--- config.mk ---
export PLATFORM = sky130hd
export DESIGN_NAME = uart_rx
export DESIGN_NICKNAME = d
export VERILOG_FILES = /design/src/rtl/uart_rx.sv
export SDC_FILE = /design/constraint.sdc
export NUM_CORES = 1
export LEC_CHECK = 0
export CAP_MARGIN = 20
export CORE_MARGIN = 8
export CORE_UTILIZATION = 35
export DETAILED_ROUTE_END_ITERATION = 7
export SLEW_MARGIN = 20
export SYNTH_ARGS = -nofsm -noshare
export SYNTH_HDL_FRONTEND = slang
export SYNTH_SLANG_ARGS = --single-unit
--- constraint.sdc ---
create_clock -name clk -period 2.81 [get_ports clk]
set_input_delay 0.562 -clock clk [delete_from_list [all_inputs] [get_ports clk]]
set_output_delay 0.562 -clock clk [all_outputs]
set_load 0.01 [all_outputs]
--- src/rtl/uart_rx.sv ---
// uart_rx: 8N1 UART receiver with valid/ready byte delivery and framing/overrun error pulses
module uart_rx #(
  parameter int CLKS_PER_BIT = 8192
) (
  input  logic       clk,
  input  logic       reset,
  input  logic       rx,
  output logic [7:0] rx_data,
  output logic       rx_valid,
  input  logic       rx_ready,
  output logic       frame_err,
  output logic       overrun,
  output logic       busy
);
  localparam int CW = $clog2(CLKS_PER_BIT);
  localparam logic [CW-1:0] HALF = CW'(CLKS_PER_BIT / 2 - 1);
  localparam logic [CW-1:0] LAST = CW'(CLKS_PER_BIT - 1);
  typedef enum logic [2:0] {IDLE, START, DATA, STOP, BRK} state_t;
  state_t state;
  logic [1:0] sync;
  logic [CW-1:0] cnt;
  logic [2:0] idx;
  logic [7:0] shreg;
  logic rx_s;
  assign rx_s = sync[1];
  assign busy = state != IDLE;
  always_ff @(posedge clk or posedge reset) begin
    if (reset) begin
      sync      <= 2'b11;
      state     <= IDLE;
      cnt       <= '0;
      idx       <= '0;
      shreg     <= '0;
      rx_data   <= '0;
      rx_valid  <= 1'b0;
      frame_err <= 1'b0;
      overrun   <= 1'b0;
    end else begin
      sync      <= {sync[0], rx};
      frame_err <= 1'b0;
      overrun   <= 1'b0;
      if (rx_valid && rx_ready) rx_valid <= 1'b0;
      case (state)
        IDLE: begin
          cnt <= '0;
          if (!rx_s) state <= START;
        end
        START: begin
          if (cnt == HALF) begin
            cnt   <= '0;
            idx   <= '0;
            state <= rx_s ? IDLE : DATA;
          end else cnt <= cnt + 1'b1;
        end
        DATA: begin
          if (cnt == LAST) begin
            cnt        <= '0;
            shreg[idx] <= rx_s;
            if (idx == 3'd7) state <= STOP;
            else idx <= idx + 1'b1;
          end else cnt <= cnt + 1'b1;
        end
        STOP: begin
          if (cnt == LAST) begin
            cnt <= '0;
            if (rx_s) begin
              state <= IDLE;
              if (!rx_valid || rx_ready) begin
                rx_data  <= shreg;
                rx_valid <= 1'b1;
              end else overrun <= 1'b1;
            end else begin
              frame_err <= 1'b1;
              state     <= BRK;
            end
          end else cnt <= cnt + 1'b1;
        end
        BRK: begin
          cnt <= '0;
          if (rx_s) state <= IDLE;
        end
        default: state <= IDLE;
      endcase
    end
  end
endmodule

==> results.cfg <==
[status]
outcome = complete, no violations

[drt]
drc = 0
via_per_inst = 5.30
ant_nets = 0
drtIter0Drc = 74
dr.pass1.iters = 4
totalWireLength_um = 3890
vias = 1458
avgRoutedWirePerCell_um = 14.1

[floorplan]
rows = 27
die_h_um = 91.4
design.core.area_um2 = 5510
start_util = 0.361
die-area_um2 = 8350
fp.dieW_um = 91.4
io_pins = 16

[clocking]
cts.sinks = 40
post_cts_buffers = 0
cts_root_buf = clkbuf_8
htreeDepth = 2
clock_latency_ps = 290
ctsHoldBuffers = 0
clk_pin_slew_ps = 70
tritoncts = built
cts_resized = 0
clockBufferDepth = 2
numCtsBuffers = 5

[setup_path]
end_kind = register
r2r-start = state[2]
r2r_setup_slack_ps = 520
cp-start-kind = register
cp_data_required_time_ps = 2980
crit_fanout = 14
crit_type = reg2reg
crit_arrival_ps = 2460
reg2regPathDepth = 4
r2r-end = shreg[6]

[cells_and_area]
multi_input_area_um2 = 920
syn2layout_area_growth_pct = 17.1
antenna_cells = 0
n_fill_cell = 529
drive_above_1_share = 0.148
nets = 209
fin_area_um2 = 2330
seq_area_um2 = 1000

[sta]
period_share = 0.814
max_slew_margin = 0.661
finalSetupTns_ps = 0
finalCriticalPeriod_ps = 2290
clock_skew_ps = 9.20
drv_slew = 0
max_slew.worst_pin.slew_ps = 509
rsz0062_at_grt = no
timing.fmax_mhz = 437
finalSetupViolCount = 0
finalHoldViolations = 0

[hold_path]
min_path_type = reg2reg
min_path_cells = 0
hold_start = sync[0]
min_to = sync[1]

[placed_design]
gp_congestion = 0.781
place.detailed.hpwl_um = 2720
place_area_um2 = 2220
numPortBuffers = 15

[global_routing]
grt_pass1_vias = 1455
grt_first_pass_wirelength_um = 7090
antenna_found_initial = 0
grt_overflow = 0
grt_usage = 0.102
grt_max_degree = 41

[synthesis]
async_reset_ff_frac = 1.00
ys_seq_elements = 40
synth-edff-count = 0
yosys_warnings = 0
syn_area_um2 = 1990
seq_area_frac_synth = 0.505
synth.distinct_cells = 46
synthFlopType = dfrtp_1
synth_nets = 192
syn_area_per_cell_um2 = 10.7
synthCells = 185

[flow_run]
maxCapViolCount = 0

[power]
leakagePower_nw = 0.997
irDropWorstVdd_mv = 0.214
pwr_density_cell_nw_per_um2 = 456
==> layout make-up <==
cell class,count,share of cell area
inverter,6,0.00968
sequential,40,0.431
timing repair buffer,19,0.0774
tap,72,0.0387
multi-input combinational,130,0.395
clock buffer,5,0.0296
clock inverter,3,0.0183
==> cells in the final DEF, fill, tap and decap left out, types with 2 or more instances in the layout <==
| cell | n |
|---|---|
| nand2b_1 | 9 |
| nand3_1 | 5 |
| buf_4 | 4 |
| nand2_1 | 15 |
| dfstp_2 | 2 |
| a21oi_1 | 4 |
| mux2_2 | 12 |
| mux2_1 | 5 |
| nor3_1 | 7 |
| clkbuf_8 | 5 |
| inv_1 | 6 |
| a22o_1 | 2 |
| xor2_1 | 3 |
| o31ai_1 | 4 |
| nor4_1 | 8 |
| xnor2_1 | 3 |
| ha_1 | 3 |
| a31oi_1 | 2 |
| a22oi_1 | 3 |
| nand4_1 | 3 |
| dfrtp_1 | 38 |
| clkdlybuf4s50_1 | 15 |
| or4_1 | 5 |
| nor2_1 | 10 |
| or3_1 | 3 |
| o211ai_1 | 2 |
| o21ai_0 | 4 |
==> kinds of logic after synthesis <==
family | Yosys count | synth area share
and+or+nand+nor | 73 | 0.207
DFF | 40 | 0.505
AOI/OAI and AO/OA | 31 | 0.114
muxes | 17 | 0.0963
buffers and inverters | 15 | 0.0327
xor gates and xnor gates | 6 | 0.0264
adders and majority gates | 3 | 0.0189
==> report_power, final <==
group	internal (mW)	switching (mW)	total, mW
registers	0.578	0.00307	0.581
clock network	0.263	0.200	0.463
logic	0.00607	0.0125	0.0185
total	0.847	0.215	1.06
==> worst max path at each step <==
stage                         from        to  slack (ps)
after global placement    state[2]  shreg[6]         570
after CTS                 state[2]  shreg[6]         530
after global routing      state[2]  shreg[6]         390
final                     state[2]  shreg[6]         520
after detailed placement  state[2]  shreg[6]         550
after floorplan             cnt[0]  shreg[3]         810
==> layer usage <==
layer  GRT usage  wire, µm
met1       0.137      1910
met2       0.154      1810
met3      0.0230       130
met4      0.0409        38
met5           0         0
==> sequential cells by signal, summed over array words and instances, names as in the netlist <==
register,flops
rx_valid,1
cnt,13
idx,3
shreg,8
overrun,1
state,3
rx_data,8
frame_err,1
sync,2
==> synth_stat cells (all sizes together) (2+ instances only) <==
| cell type | number | area (µm²) |
|---|---|---|
| xnor2 | 3 | 26.3 |
| dfrtp | 38 | 951 |
| mux2 | 17 | 191 |
| or2 | 2 | 12.5 |
| ha | 3 | 37.5 |
| nor3 | 7 | 35.0 |
| o31ai | 4 | 30.0 |
| or4 | 6 | 48.8 |
| nand2 | 15 | 56.3 |
| a22o | 2 | 17.5 |
| inv | 6 | 22.5 |
| nand3 | 5 | 25.0 |
| xor2 | 3 | 26.3 |
| a21oi | 4 | 20.0 |
| or3 | 3 | 18.8 |
| nand2b | 9 | 56.3 |
| o21ai | 5 | 25.0 |
| buf | 4 | 23.8 |
| nor4 | 8 | 50.1 |
| dfstp | 2 | 52.6 |
| a31oi | 2 | 12.5 |
| a22oi | 3 | 22.5 |
| clkbuf | 5 | 18.8 |
| nor2 | 10 | 37.5 |
| nand4 | 4 | 40.0 |
| o211ai | 3 | 27.5 |
==> worst max-delay path: stages, from the launching register on <==
cell and delay [ps]:
dfrtp_1 530, nand4b_1 370, or4_4 560, nor4_1 350
mux2_1 350
==> metrics by stage <==
| step | hold WS, ps | std cells | util | worst slack [ps] | total power, mW |
|---|---|---|---|---|---|
| final | 357 | 275 | 0.423 | 524 | 1.06 |
| after global routing | 361 | 275 | 0.423 | 392 | 1.10 |
| after CTS | 358 | 275 | 0.423 | 533 | 1.08 |
| after detailed placement | 347 | 267 | 0.402 | 549 | 0.612 |
| after global placement | 347 | 267 | 0.402 | 571 | 0.612 |
| after floorplan | 345 | 185 | - | 810 | 0.602 |
No activity file was read; power rests on OpenSTA's default activity.
